File: config.mk
export PLATFORM = sky130hd
export DESIGN_NAME = elink_test_seq_flat
export DESIGN_NICKNAME = d
export VERILOG_FILES = /design/src/rtl/elink_test_seq_if.sv /design/src/rtl/elink_test_seq.sv /design/src/flat_wrapper.sv
export SDC_FILE = /design/constraint.sdc
export NUM_CORES = 1
export LEC_CHECK = 0
export CORE_MARGIN = 4
export CORE_UTILIZATION = 30
export CTS_BUF_LIST = sky130_fd_sc_hd__clkbuf_16
export DETAILED_ROUTE_END_ITERATION = 10
export GPL_TIMING_DRIVEN = 0
export MAX_ROUTING_LAYER = met4
export PLACE_DENSITY = 0.56
export SYNTH_ARGS = -nofsm -noshare
export SYNTH_HDL_FRONTEND = slang
export SYNTH_SLANG_ARGS = --single-unit
File: constraint.sdc
create_clock -name aclk -period 3.8 [get_ports aclk]
set_clock_uncertainty 0.2 [all_clocks]
set_input_delay 0.76 -clock aclk [delete_from_list [all_inputs] [get_ports aclk]]
set_output_delay 0.76 -clock aclk [all_outputs]
set_load 0.01 [all_outputs]
File: src/rtl/elink_test_seq_if.sv
// -----------------------------------------------------------------------------
// elink_test_seq_if
// Bundles the eMesh transmit and loopback-receive signals used by the elink
// test sequencer.
//   master : the sequencer side (drives tx packet, rx wait; samples tx wait
//            and the returned rx packet)
//   slave  : the elink/loopback side (the mirror image)
// Signals:
//   emesh_access_out/write_out/datamode_out/ctrlmode_out/dstaddr_out/
//   data_out/srcaddr_out : tx packet
//   emesh_wait_in        : tx backpressure
//   emesh_access_in/write_in/dstaddr_in/data_in : rx packet
//   emesh_wait_out       : rx backpressure
// -----------------------------------------------------------------------------
interface elink_test_seq_if;
   logic        emesh_access_out;
   logic        emesh_write_out;
   logic [1:0]  emesh_datamode_out;
   logic [3:0]  emesh_ctrlmode_out;
   logic [31:0] emesh_dstaddr_out;
   logic [31:0] emesh_data_out;
   logic [31:0] emesh_srcaddr_out;
   logic        emesh_wait_in;
   logic        emesh_access_in;
   logic        emesh_write_in;
   logic [31:0] emesh_dstaddr_in;
   logic [31:0] emesh_data_in;
   logic        emesh_wait_out;

   modport master (
      output emesh_access_out, emesh_write_out, emesh_datamode_out,
             emesh_ctrlmode_out, emesh_dstaddr_out, emesh_data_out,
             emesh_srcaddr_out, emesh_wait_out,
      input  emesh_wait_in, emesh_access_in, emesh_write_in,
             emesh_dstaddr_in, emesh_data_in
   );

   modport slave (
      input  emesh_access_out, emesh_write_out, emesh_datamode_out,
             emesh_ctrlmode_out, emesh_dstaddr_out, emesh_data_out,
             emesh_srcaddr_out, emesh_wait_out,
      output emesh_wait_in, emesh_access_in, emesh_write_in,
             emesh_dstaddr_in, emesh_data_in
   );
endinterface

File: src/rtl/elink_test_seq.sv
// -----------------------------------------------------------------------------
// elink_test_seq
// Self-checking eMesh traffic source/sink for one elink channel. On start it
// sends NUM_PKTS write packets (address BASE_ADDR+4*i, data = LFSR after i
// steps from SEED) and checks the looped-back packets against an identical
// generator. done/error are sticky until reset.
// Ports:
//   aclk     : clock
//   reset    : synchronous active-high reset
//   start    : level, sampled only while idle
//   em       : eMesh tx/rx bundle (master modport)
//   done     : sticky test complete
//   error    : sticky failure
//   rx_count : packets received so far (saturating)
// -----------------------------------------------------------------------------
module elink_test_seq #(
   parameter int          NUM_PKTS  = 16,
   parameter logic [31:0] BASE_ADDR = 32'h8090_0000,
   parameter logic [31:0] SEED      = 32'h0000_0001,
   parameter logic [31:0] POLY      = 32'h8020_0003,
   parameter int          TIMEOUT   = 4096
) (
   input  logic                    aclk,
   input  logic                    reset,
   input  logic                    start,
   elink_test_seq_if.master        em,
   output logic                    done,
   output logic                    error,
   output logic [15:0]             rx_count
);

   localparam logic [1:0] ST_IDLE   = 2'd0;
   localparam logic [1:0] ST_SEND   = 2'd1;
   localparam logic [1:0] ST_DRAIN  = 2'd2;
   localparam logic [1:0] ST_FINISH = 2'd3;

   localparam logic [15:0] LAST_IDX = 16'(NUM_PKTS - 1);
   localparam logic [15:0] PKTS16   = 16'(NUM_PKTS);
   localparam logic [31:0] TMO_LAST = 32'(TIMEOUT - 1);

   // Galois LFSR step shared by the tx generator and the rx reference.
   function automatic logic [31:0] lfsr_step(input logic [31:0] x);
      lfsr_step = (x >> 1) ^ (x[0] ? POLY : 32'h0000_0000);
   endfunction

   logic [1:0]  state_r;
   logic        access_r;
   logic [31:0] dstaddr_r;
   logic [31:0] data_r;
   logic [31:0] tx_lfsr_r;
   logic [15:0] tx_idx_r;
   logic [31:0] rx_lfsr_r;
   logic [15:0] rx_count_r;
   logic [31:0] tmo_r;
   logic        done_r;
   logic        error_r;
   logic        ran_r;      // a test has been started since reset

   logic        accept_s;
   logic        tx_last_s;
   logic [15:0] tx_idx_nxt_s;
   logic [31:0] tx_lfsr_nxt_s;
   logic [31:0] rx_exp_addr_s;
   logic        rx_mismatch_s;
   logic [15:0] rx_cnt_nxt_s;
   logic        tmo_hit_s;

   // Handshake, expected-packet and timeout decode for the current cycle.
   always_comb begin
      accept_s      = access_r & ~em.emesh_wait_in;
      tx_last_s     = (tx_idx_r == LAST_IDX);
      tx_idx_nxt_s  = tx_idx_r + 16'd1;
      tx_lfsr_nxt_s = lfsr_step(tx_lfsr_r);
      rx_exp_addr_s = BASE_ADDR + {14'd0, rx_count_r, 2'b00};
      rx_mismatch_s = ~em.emesh_write_in
                    | (em.emesh_dstaddr_in != rx_exp_addr_s)
                    | (em.emesh_data_in != rx_lfsr_r);
      // rx count including this cycle's packet, saturating at all-ones
      if (em.emesh_access_in && (rx_count_r != 16'hFFFF)) begin
         rx_cnt_nxt_s = rx_count_r + 16'd1;
      end else begin
         rx_cnt_nxt_s = rx_count_r;
      end
      tmo_hit_s = ~em.emesh_access_in & (tmo_r == TMO_LAST);
   end

   // Sequencer FSM: tx generator, loopback checker, timeout and status flags.
   always_ff @(posedge aclk) begin
      if (reset) begin
         state_r    <= ST_IDLE;
         access_r   <= 1'b0;
         dstaddr_r  <= 32'h0000_0000;
         data_r     <= 32'h0000_0000;
         tx_lfsr_r  <= SEED;
         tx_idx_r   <= 16'd0;
         rx_lfsr_r  <= SEED;
         rx_count_r <= 16'd0;
         tmo_r      <= 32'd0;
         done_r     <= 1'b0;
         error_r    <= 1'b0;
         ran_r      <= 1'b0;
      end else begin
         case (state_r)
            ST_IDLE: begin
               // stray packets are only an error once a test has been run
               if (em.emesh_access_in && ran_r) begin
                  error_r <= 1'b1;
               end
               if (start) begin
                  state_r   <= ST_SEND;
                  access_r  <= 1'b1;
                  dstaddr_r <= BASE_ADDR;
                  data_r    <= tx_lfsr_r;
                  ran_r     <= 1'b1;
               end
            end
            ST_SEND, ST_DRAIN: begin
               // checker runs alongside tx: loopback may return early
               if (em.emesh_access_in) begin
                  if (rx_mismatch_s) begin
                     error_r <= 1'b1;
                  end
                  rx_count_r <= rx_cnt_nxt_s;
                  rx_lfsr_r  <= lfsr_step(rx_lfsr_r);
                  tmo_r      <= 32'd0;
               end else begin
                  tmo_r <= tmo_r + 32'd1;
               end

               if (tmo_hit_s) begin
                  state_r  <= ST_FINISH;
                  access_r <= 1'b0;
                  error_r  <= 1'b1;
                  done_r   <= 1'b1;
               end else if (state_r == ST_SEND) begin
                  if (accept_s) begin
                     if (tx_last_s) begin
                        access_r <= 1'b0;
                        // last rx may coincide with the last tx acceptance
                        if (rx_cnt_nxt_s == PKTS16) begin
                           state_r <= ST_FINISH;
                           done_r  <= 1'b1;
                        end else begin
                           state_r <= ST_DRAIN;
                        end
                     end else begin
                        tx_idx_r  <= tx_idx_nxt_s;
                        tx_lfsr_r <= tx_lfsr_nxt_s;
                        dstaddr_r <= BASE_ADDR + {14'd0, tx_idx_nxt_s, 2'b00};
                        data_r    <= tx_lfsr_nxt_s;
                     end
                  end
               end else if (rx_cnt_nxt_s == PKTS16) begin
                  // done registers on the same edge that takes the last packet
                  state_r <= ST_FINISH;
                  done_r  <= 1'b1;
               end
            end
            ST_FINISH: begin
               if (em.emesh_access_in) begin
                  error_r <= 1'b1;
               end
            end
            default: begin
               state_r <= ST_IDLE;
            end
         endcase
      end
   end

   assign em.emesh_access_out   = access_r;
   assign em.emesh_write_out    = 1'b1;
   assign em.emesh_datamode_out = 2'b10;
   assign em.emesh_ctrlmode_out = 4'h0;
   assign em.emesh_dstaddr_out  = dstaddr_r;
   assign em.emesh_data_out     = data_r;
   assign em.emesh_srcaddr_out  = 32'h0000_0000;
   assign em.emesh_wait_out     = 1'b0;

   assign done     = done_r;
   assign error    = error_r;
   assign rx_count = rx_count_r;

endmodule

File: src/flat_wrapper.sv
// flat-port wrapper written by rule: the top's interface ports become plain ports
module elink_test_seq_flat 
#(
   parameter int          NUM_PKTS  = 16,
   parameter logic [31:0] BASE_ADDR = 32'h8090_0000,
   parameter logic [31:0] SEED      = 32'h0000_0001,
   parameter logic [31:0] POLY      = 32'h8020_0003,
   parameter int          TIMEOUT   = 4096
)
  (aclk, reset, start, done, error, rx_count, em_emesh_access_out, em_emesh_write_out, em_emesh_datamode_out, em_emesh_ctrlmode_out, em_emesh_dstaddr_out, em_emesh_data_out, em_emesh_srcaddr_out, em_emesh_wait_out, em_emesh_wait_in, em_emesh_access_in, em_emesh_write_in, em_emesh_dstaddr_in, em_emesh_data_in);
  elink_test_seq_if em_i ();
  input  logic aclk;
  input  logic reset;
  input  logic start;
  output logic done;
  output logic error;
  output logic [15:0] rx_count;
  output wire logic [$bits(em_i.emesh_access_out)-1:0] em_emesh_access_out;
  output wire logic [$bits(em_i.emesh_write_out)-1:0] em_emesh_write_out;
  output wire logic [$bits(em_i.emesh_datamode_out)-1:0] em_emesh_datamode_out;
  output wire logic [$bits(em_i.emesh_ctrlmode_out)-1:0] em_emesh_ctrlmode_out;
  output wire logic [$bits(em_i.emesh_dstaddr_out)-1:0] em_emesh_dstaddr_out;
  output wire logic [$bits(em_i.emesh_data_out)-1:0] em_emesh_data_out;
  output wire logic [$bits(em_i.emesh_srcaddr_out)-1:0] em_emesh_srcaddr_out;
  output wire logic [$bits(em_i.emesh_wait_out)-1:0] em_emesh_wait_out;
  input wire logic [$bits(em_i.emesh_wait_in)-1:0] em_emesh_wait_in;
  input wire logic [$bits(em_i.emesh_access_in)-1:0] em_emesh_access_in;
  input wire logic [$bits(em_i.emesh_write_in)-1:0] em_emesh_write_in;
  input wire logic [$bits(em_i.emesh_dstaddr_in)-1:0] em_emesh_dstaddr_in;
  input wire logic [$bits(em_i.emesh_data_in)-1:0] em_emesh_data_in;
  assign em_emesh_access_out = em_i.emesh_access_out;
  assign em_emesh_write_out = em_i.emesh_write_out;
  assign em_emesh_datamode_out = em_i.emesh_datamode_out;
  assign em_emesh_ctrlmode_out = em_i.emesh_ctrlmode_out;
  assign em_emesh_dstaddr_out = em_i.emesh_dstaddr_out;
  assign em_emesh_data_out = em_i.emesh_data_out;
  assign em_emesh_srcaddr_out = em_i.emesh_srcaddr_out;
  assign em_emesh_wait_out = em_i.emesh_wait_out;
  assign em_i.emesh_wait_in = em_emesh_wait_in;
  assign em_i.emesh_access_in = em_emesh_access_in;
  assign em_i.emesh_write_in = em_emesh_write_in;
  assign em_i.emesh_dstaddr_in = em_emesh_dstaddr_in;
  assign em_i.emesh_data_in = em_emesh_data_in;
  elink_test_seq #(.NUM_PKTS(NUM_PKTS), .BASE_ADDR(BASE_ADDR), .SEED(SEED), .POLY(POLY), .TIMEOUT(TIMEOUT)) u_core (.aclk(aclk), .reset(reset), .start(start), .em(em_i), .done(done), .error(error), .rx_count(rx_count));
endmodule
Word-level counts from Yosys, hierarchy flattened:

Index checks and enable logic that the tools add are counted.

* add/sub/neg operators: 5
* eq/ne operators: 26
* multiplexer cells: 41
* bitwise gates (word level): 11
* reduce and logical (&&, ||, !) cells: 13

Operator list (count)
* 32-bit two-way mux: 13
* 32-bit case mux with 2 select lines: 2
* 32-bit by 18-bit adder with 32-bit output (first input constant): 2
* 32-bit inequality test: 2
* 31-bit by 32-bit bitwise XOR with 32-bit output: 2
* 16-bit by 1-bit adder with 16-bit output (second input constant): 2
* 32-bit by 1-bit adder with 32-bit output (second input constant): 1
* 32-bit by 12-bit equality test with 1-bit output (second input constant): 1
* 3-bit by 1-bit inequality test with 1-bit output (second input constant): 6
* 16-bit by 4-bit equality test with 1-bit output (second input constant): 1
* 16-bit by 5-bit equality test with 1-bit output (second input constant): 1
* 1-bit two-way mux: 16
* 16-bit two-way mux: 1
* 16-bit inequality test (second input constant): 1
* 5-bit AND reduction: 3
* 2-bit two-way mux: 6
* 2-bit inequality test (second input constant): 4
* 4-bit by 2-bit inequality test with 1-bit output (second input constant): 2
* 2-bit by 1-bit inequality test with 1-bit output (second input constant): 3
* 6-bit AND reduction: 1
* 1-bit NOT: 5
* 2-bit equality test (second input constant): 2
* 4-bit by 1-bit inequality test with 1-bit output (second input constant): 1
* 2-bit case mux with 2 select lines: 1
* other kinds (13): 17

* flip-flop bits (word level): 198
* input bits: 70
* output and inout bits: 123
* logic and storage cells: 108

Longest topological paths before layout:

Gate-level depths: netlist of run 1.

* word-level depth: 10
* mapped depth: 12
* depth with buffers taken out: 9

Worst setup path after synthesis of run 1:

No wires, ideal clock.

* path kind: input to register
* start point: in em_emesh_access_in
* end point: reg u_core.done_r (netlist: u_core.done)
* library setup time: 91 ps
* arrival: 2902 ps
* required time: 3509 ps
* slack: 607 ps
* stages on the path: 8
* path buffers: 1
* cells stage by stage: clkbuf_1 and3_1 nand3_1 a311oi_1 xor2_1 nor4_1 or4b_1 a311oi_1

* longest elaborated chain between the ends: 8
* elaborated cells on any way between the ends: 13
* those cells by class: eq/ne: 3; mux: 6; bitwise: 2; reduce/logical: 2

RTL lines
* start: declaration: RTL line flat_wrapper.sv:27 `input wire logic [$bits(em_i.emesh_access_in)-1:0] em_emesh_access_in;`
* 1-bit logical AND: RTL line elink_test_seq.sv:79 `if (em.emesh_access_in && (rx_count_r != 16'hFFFF)) begin`
* 16-bit two-way mux: RTL line elink_test_seq.sv:79
* 16-bit by 5-bit equality test with 1-bit output: RTL line elink_test_seq.sv:140, elink_test_seq.sv:153
* 1-bit two-way mux (4 in series)
* 1-bit two-way mux: RTL line elink_test_seq.sv:130 `if (tmo_hit_s) begin`
* end signal: assignment: RTL line elink_test_seq.sv:134 `done_r <= 1'b1;`
* end signal: assignment: RTL line elink_test_seq.sv:142 `done_r <= 1'b1;`
* end signal: assignment: RTL line elink_test_seq.sv:156 `done_r <= 1'b1;`
* end: declaration: RTL line elink_test_seq.sv:55 `logic done_r;`

Parallel ways exist; a longest one is shown, timed or not. The select of a mux whose other input is x is not followed.
A chain may end at the register's enable or synchronous reset.

Final worst setup path of run 1:

* start point: reg u_core.rx_count_r[0] (netlist: u_core.rx_count[0])
* end point: reg u_core.done_r (netlist: u_core.done)

* longest elaborated chain between the ends: 9
* elaborated cells on any way between the ends: 10
* those cells by class: add/sub: 1; eq/ne: 2; mux: 6; reduce/logical: 1

RTL lines
* start: declaration: RTL line elink_test_seq.sv:53 `logic [15:0] rx_count_r;`
* start signal: assignment: RTL line elink_test_seq.sv:123 `rx_count_r <= rx_cnt_nxt_s;`
* branches (longest 2 deep; another with 16-bit by 1-bit adder with 16-bit output)
* 16-bit two-way mux (*): RTL line elink_test_seq.sv:79
* 16-bit by 5-bit equality test with 1-bit output (*): RTL line elink_test_seq.sv:140, elink_test_seq.sv:153
* 1-bit two-way mux (*)
* 1-bit two-way mux (2 in series)
* 1-bit two-way mux (*) (2 in series)
* end signal: assignment: RTL line elink_test_seq.sv:99 `done_r <= 1'b0;`
* end signal: assignment: RTL line elink_test_seq.sv:134
* end signal: assignment: RTL line elink_test_seq.sv:142

Every way passes the cells marked *. The select of a mux whose other input is x is not followed.

==> run summary, run 1 <==
Pre-antenna DRT Iters - 5
Slew Limit Fails - 0
Switching Power - 1.94 mW
Drt initial violations - 386
CP cell instances - ha_1, clkbuf_1, nand3_1, nor4_1, nor3b_1, o311a_1, or4b_1, a311oi_1
First-pass GRT wire length - 39200 µm
Post-route setup TNS - 0 ns
Yosys warning count - 0
Layout cells sized above 1 - 0.0855
GRT Util Overall - 0.149
Crit path max fanout - 8
Ant diodes - 0
CTS Buffer Depth - 2
Synth Register Bits - 183
Fraction of registers with async set/reset - 0
CP Data Required Time - 3.94 ns
Row count - 63
Crit path max-delay cell type - nor4_1
Post-route antenna net violation count - 0
Internal - 4.00 mW
CP startpoint kind - flop
Largest net degree at the start of global routing - 17
Syn_area_per_cell - 8.15 µm²
Vias post-DR - 7911
Critical Path Source - u_core.rx_count[0]$_SDFFE_PP0P_
Worst min path class - flop to flop
R2r setup slk - 0.22 ns
CP max stage delay - 0.80 ns
Drt wl/cell - 14.3 µm
Antenna violations before repair - 0
CTS tree - built
Nets@finish - 1401
DR DRC count - 0
Clk Latency, worst-skew pair - 0.43 ns
Core Region - 0.0297 mm²
Top FF cell, synth - dfxtp_1
Ports - 193
Area grow syn2layout - 29.4%
CP Class - flop to flop
Sequential power share - 0.384
Gate Count Post-Synth - 1112
Avg Vias per Cell - 4.59
Vias in the first global route - 7433
LEAKAGE - 4.18 nW
Fillers - 3040
Clock power share - 0.301
H-tree level count - 4
Max cap viols - 0
Outcome - finished clean
R2r endpoint - u_core.done$_SDFFE_PP0P_
Number of synthesized flops with an enable pin - 0
Pre-CTS WS - -0.445 ns
Seq/Total Area, Yosys - 0.404
Width of the die - 182 µm
Hold-fix buffer count after cts - 0
WL final - 24700 µm
Termination of the worst setup path - u_core.done$_SDFFE_PP0P_
Crit path DAT - 3.72 ns
Die H - 182 µm
Min Hold Slack - 0.251 ns
RSZ-0062 raised after global routing - no
Highest clock rate - 0.279 GHz
Final core utilization - 0.395
Mapped cell area - 0.00907 mm²
Clk slew on worst S/H paths - 0.06 ns
Final worst-path cycle share - 0.942
PD cells - 506 mW/mm²
Synth top area share - 0.404
Grt total ovfl - 0
Root Driver - clkbuf_16
Die ar. - 0.0331 mm²
Yosys top cell by area - dfxtp_1
Reg2Reg Launch Point - u_core.rx_count[0]$_SDFFE_PP0P_
Main area contributors after synthesis - dfxtp_1, nand2_1, xor2_1
CP endpoint kind - flop
Final Hold Fails - 0
Max VDD drop - 339 µV
Post-DP HPWL - 18900 µm
CTS buffer count - 17
Worst slew pin tran - 1.03 ns
CTS sink count - 183
Routability congestion estimate - 0.838
Combinational share of power - 0.315
Reg2reg path depth - 8
Switching share of power - 0.327
Initial core utilization - 0.305
Final setup vio count - 0
Setup bufs post-CTS - 0
Netlist cell types - 54
IO Port Bufs - 139
Setup ws final - 0.220 ns
Slew headroom - 0.309
Final min period - 3.58 ns
==> flip-flops by register name (all words and copies together), names as in the netlist <==
name and flops:
u_core.tx_idx_r 16, u_core.rx_count 16, u_core.done 1, u_core.em.emesh_access_out 1, u_core.tx_lfsr_r 32, u_core.em.emesh_dstaddr_out 17, u_core.error 1, u_core.em.emesh_data_out 32
u_core.ran_r 1, u_core.tmo_r 32, u_core.rx_lfsr_r 32, u_core.state_r 2
==> what timing repair did <==
action	4_1_cts	5_1_grt
endpoints found under the hold margin	0	0
setup endpoints to repair	0	4
gates resized for setup	0	5
==> synthesized netlist by cell type (all sizes together), types with 2 or more instances <==
cell	instances
a211oi	37
a21o	2
a21oi	102
a221o	2
a311oi	2
a31oi	3
and2	3
and3	8
and4	5
buf	73
clkbuf	51
conb	2
dfxtp	183
ha	10
inv	21
mux2i	34
nand2	186
nand2b	2
nand3	38
nand3b	4
nand4	26
nor2	112
nor2b	2
nor3	11
nor3b	2
nor4	19
nor4b	2
o2111ai	3
o211ai	3
o21ai	13
o21bai	2
o22ai	2
or2	5
or3	10
or4	6
xnor2	51
xor2	62
==> cell usage in the layout, fill, tap and decap left out, drive strengths merged, types with 8 or more instances in the layout <==
master	n
a211oi	37
a21oi	102
and3	8
buf	73
clkbuf	68
clkdlybuf4s50	139
conb	53
dfxtp	183
ha	10
inv	23
mux2i	34
nand2	186
nand3	38
nand4	26
nor2	112
nor3	11
nor4	19
o21ai	13
or3	10
xnor2	51
xor2	62
==> power by group through the flow <==
stage          Sequential (mW)  Clock [mW]  Combinational [mW]
4_1_cts                   2.28        1.83                1.90
3_5_place_dp              2.33           0                1.89
2_1_floorplan             2.37           0                1.05
5_1_grt                   2.31        1.91                2.05
6_report                  2.28        1.79                1.87
3_3_place_gp              2.32           0                1.89
==> how the worst min path moves through the flow <==
stage / to / cells after the start / slack [ns] / startpoint
after floorplan: u_core.rx_lfsr_r[27]$_SDFFE_PP0P_ / 2 / 0.25 / u_core.rx_lfsr_r[28]$_SDFFE_PP0P_
after global placement: u_core.em.emesh_dstaddr_out[14]$_SDFFE_PP0P_ / 2 / 0.24 / u_core.em.emesh_dstaddr_out[14]$_SDFFE_PP0P_
after detailed placement: u_core.em.emesh_dstaddr_out[11]$_SDFFE_PP0P_ / 2 / 0.25 / u_core.em.emesh_dstaddr_out[11]$_SDFFE_PP0P_
after CTS: u_core.em.emesh_dstaddr_out[11]$_SDFFE_PP0P_ / 2 / 0.25 / u_core.em.emesh_dstaddr_out[11]$_SDFFE_PP0P_
after global routing: u_core.em.emesh_dstaddr_out[10]$_SDFFE_PP0P_ / 2 / 0.27 / u_core.em.emesh_dstaddr_out[10]$_SDFFE_PP0P_
final: u_core.em.emesh_dstaddr_out[11]$_SDFFE_PP0P_ / 2 / 0.25 / u_core.em.emesh_dstaddr_out[11]$_SDFFE_PP0P_
==> logic make-up (layout without fill, tap and decap cells) <==
group | after synthesis | count (layout) | synth area share
XOR/XNOR | 113 | 113 | 0.109
flip-flops | 183 | 183 | 0.404
multiplexers | 34 | 34 | 0.0375
buffers and inverters | 145 | 316 | 0.0868
AND/OR/NAND/NOR | 444 | 444 | 0.222
other | 2 | 53 | 0.000828
AO/OA/AOI/OAI | 181 | 181 | 0.126
adder cells (fa/ha/maj) | 10 | 10 | 0.0138
==> stage by stage <==
| stage | std cells | power (mW) | cell area [µm²] |
|---|---|---|---|
| 2_1_floorplan | 1163 | 3.42 | 9260 |
| 3_3_place_gp | 1692 | 4.21 | 11100 |
| 3_5_place_dp | 1692 | 4.22 | 11100 |
| 4_1_cts | 1724 | 6.01 | 11700 |
| 5_1_grt | 1724 | 6.27 | 11700 |
| 6_report | 1724 | 5.94 | 11700 |
==> metal layers <==
layer | up-vias | track usage | routed length, µm
met5 | - | - | 0
met4 | 0 | 0.0243 | 114
met3 | 5 | 0.0302 | 1440
met2 | 204 | 0.237 | 11400
met1 | 3605 | 0.202 | 11700
li1 | 4097 | - | -
==> critical path, delay by kind of cell (launching register included) <==
kind / cells / cell delay (ns)
AND/OR/NAND/NOR: 4 / 1.67
AO/OA/AOI/OAI: 2 / 0.63
adder cells (fa/ha/maj): 1 / 0.21
flip-flops: 1 / 0.52
buffers and inverters: 1 / 0.26
==> cell type report <==
cell class,count,area (µm²),share of cell area
Tap cell,390,488,0.0416
Multi-Input combinational cell,835,4810,0.410
Sequential cell,183,3660,0.312
Clock buffer,17,425,0.0363
Inverter,21,78.8,0.00672
Buffer,124,711,0.0606
Clock inverter,15,159,0.0135
Timing Repair Buffer,139,1390,0.119
(Power assumes the default switching activity.)
==> run 2: changes to the inputs <==
--- a/config.mk
+++ b/config.mk
@@ -6,12 +6,14 @@
 export NUM_CORES = 1
 export LEC_CHECK = 0
 export CORE_MARGIN = 4
-export CORE_UTILIZATION = 30
+export CORE_UTILIZATION = 45
 export CTS_BUF_LIST = sky130_fd_sc_hd__clkbuf_16
+export CTS_CLUSTER_SIZE = 14
 export DETAILED_ROUTE_END_ITERATION = 10
 export GPL_TIMING_DRIVEN = 0
 export MAX_ROUTING_LAYER = met4
-export PLACE_DENSITY = 0.56
+export PLACE_DENSITY = 0.76
+export SETUP_SLACK_MARGIN = 0.3
 export SYNTH_ARGS = -nofsm -noshare
 export SYNTH_HDL_FRONTEND = slang
 export SYNTH_SLANG_ARGS = --single-unit
==> run summary, run 2 (synthesized netlist as in run 1, its figures left out) <==
Final core utilization - 0.591 (+0.197)
IO Port Bufs - 139 (unchanged)
Largest net degree at the start of global routing - 18 (+1)
Avg Vias per Cell - 5.12 (+11%)
CP endpoint kind - flop
CP cell instances - clkdlybuf4s50_1, clkbuf_2, and4_1, nand2_1, nor4_1, xor2_1, nor4_2, or4b_1, a311oi_1
Slew Limit Fails - 0 (unchanged)
Final setup vio count - 0 (unchanged)
Crit path max-delay cell type - clkdlybuf4s50_1
CP Data Required Time - 3.94 ns (about the same)
Max cap viols - 0 (unchanged)
Setup bufs post-CTS - 0 (unchanged)
Drt initial violations - 516 (+34%)
DR DRC count - 0 (unchanged)
Vias post-DR - 8181 (+3.4%)
CTS buffer count - 17 (unchanged)
Final min period - 3.41 ns (-0.169 ns)
Initial core utilization - 0.461 (+0.156)
First-pass GRT wire length - 38500 µm (-1.8%)
Most common cell after layout, fill and taps aside - nand2_1
Final Hold Fails - 0 (unchanged)
WL final - 23600 µm (-4.1%)
CTS tree - built
CP startpoint kind - primary input
Crit path DAT - 3.55 ns (-0.17 ns)
Post-route setup TNS - 0 ns (unchanged)
Max VDD drop - 296 µV (-13%)
CTS Buffer Depth - 2 (unchanged)
Setup ws final - 0.389 ns (+0.169 ns)
Post-route antenna net violation count - 0 (unchanged)
Antenna violations before repair - 0 (unchanged)
Hold-fix buffer count after cts - 0 (unchanged)
Area grow syn2layout - 28.2%
Clk Latency, worst-skew pair - 0.44 ns (about the same)
Leading cell types in the layout, fill and taps excluded - nand2_1, dfxtp_1, clkdlybuf4s50_1
CTS sink count - 183 (unchanged)
Top delay family on crit path - simple AND/OR/NAND/NOR gates
Layout cells sized above 1 - 0.0937 (+0.00825)
Post-DP HPWL - 17700 µm (-6.7%)
Worst slew pin tran - 0.765 ns (-0.263 ns)
Highest clock rate - 0.293 GHz (+5.0%)
Outcome - finished clean
Worst min path class - flop to flop
PD cells - 509 mW/mm² (+0.67%)
Grt total ovfl - 0 (unchanged)
H-tree level count - 4 (unchanged)
Nets@finish - 1401 (unchanged)
Core Region - 0.0197 mm² (-34%)
Width of the die - 150 µm (-18%)
Final worst-path cycle share - 0.898 (-0.0445)
Root Driver - clkbuf_16
R2r setup slk - 0.48 ns (+0.26 ns)
GRT Util Overall - 0.218 (+0.0681)
Pre-CTS WS - -0.546 ns (-0.101 ns)
Post-route non-filler standard cell count - 1599 (-7.3%)
Fillers - 1815 (-40%)
Clk slew on worst S/H paths - 0.07 ns (about the same)
Die ar. - 0.0225 mm² (-32%)
Total power - 5.92 mW (-0.28%)
Post-placement cell count - 1567 (-7.4%)
Drt wl/cell - 14.8 µm (+3.4%)
RSZ-0062 raised after global routing - yes
Row count - 51 (-19%)
CP Class - primary input to flop
Pre-antenna DRT Iters - 5 (unchanged)
Ports - 193 (unchanged)
Die H - 150 µm (-18%)
Ant diodes - 0 (unchanged)
CP max stage delay - 0.52 ns (-0.28 ns)
Vias in the first global route - 7855 (+5.7%)
Crit path max fanout - 10 (+2)
Routability congestion estimate - 0.908 (+8.3%)
LEAKAGE - 4.18 nW (+0.17%)
Crit path buf inv count - 2 (+1)
Slew headroom - 0.486 (+0.177)
## run 2: what timing repair did
| action | 4_1_cts | 5_1_grt |
|---|---|---|
| setup endpoints to repair | 5 | 13 |
| pin swaps | 0 | 2 |
| resized for setup | 3 | 10 |
## run 2: metrics by stage
| step | hold WS (ns) | cell area [µm²] |
|---|---|---|
| floorplan | 0.245 | 9260 |
| global placement | 0.239 | 11000 |
| detailed placement | 0.245 | 11000 |
| CTS | 0.254 | 11600 |
| global route | 0.285 | 11600 |
| finish | 0.250 | 11600 |
## run 2: cell type report
cell class,count,area (µm²),share of cell area
multi-input combinational,835,4850,0.418
sequential,183,3660,0.315
timing repair buffer,139,1390,0.120
buffer,124,712,0.0613
clock buffer,17,425,0.0366
tap,265,332,0.0285
clock inverter,15,164,0.0141
inverter,21,78.8,0.00678
## run 2: worst register-to-register path: cells and delay by family, from the launching register on
family             cells  cell delay [ns]
and+or+nand+nor        4             1.85
AOI/OAI and AO/OA      2             0.63
DFF                    1             0.56
## run 2: per-layer routing
layer / vias to the layer above / wire length (µm) / global-route usage
met5: - / 0 / -
met4: 0 / 512 / 0.0746
met3: 38 / 1350 / 0.0400
met2: 258 / 11300 / 0.349
met1: 3789 / 10500 / 0.277
li1: 4096 / - / -
## run 2: power by group
part	total [mW]	switching, mW	internal, mW
sequential	2.27	0.146	2.13
combinational	1.87	1.02	0.845
clock	1.78	0.797	0.982
total	5.92	1.97	3.95
## run 2: final timing paths
kind	cells past startpoint	end	from
max	9	u_core.done$_SDFFE_PP0P_	em_emesh_access_in
max reg2reg	6	u_core.done$_SDFFE_PP0P_	u_core.rx_count[15]$_SDFFE_PP0P_
min	2	u_core.em.emesh_dstaddr_out[16]$_SDFFE_PP0P_	u_core.em.emesh_dstaddr_out[16]$_SDFFE_PP0P_
min reg2reg	2	u_core.em.emesh_dstaddr_out[16]$_SDFFE_PP0P_	u_core.em.emesh_dstaddr_out[16]$_SDFFE_PP0P_
==> run 3: changes to the inputs <==
--- a/config.mk
+++ b/config.mk
@@ -8,6 +8,7 @@
 export CORE_MARGIN = 4
 export CORE_UTILIZATION = 45
 export CTS_BUF_LIST = sky130_fd_sc_hd__clkbuf_16
+export CTS_CLUSTER_DIAMETER = 40
 export CTS_CLUSTER_SIZE = 14
 export DETAILED_ROUTE_END_ITERATION = 10
 export GPL_TIMING_DRIVEN = 0
==> results of run 3 <==
Same layout as run 2: the final DEF is identical, and so are final timing and power.
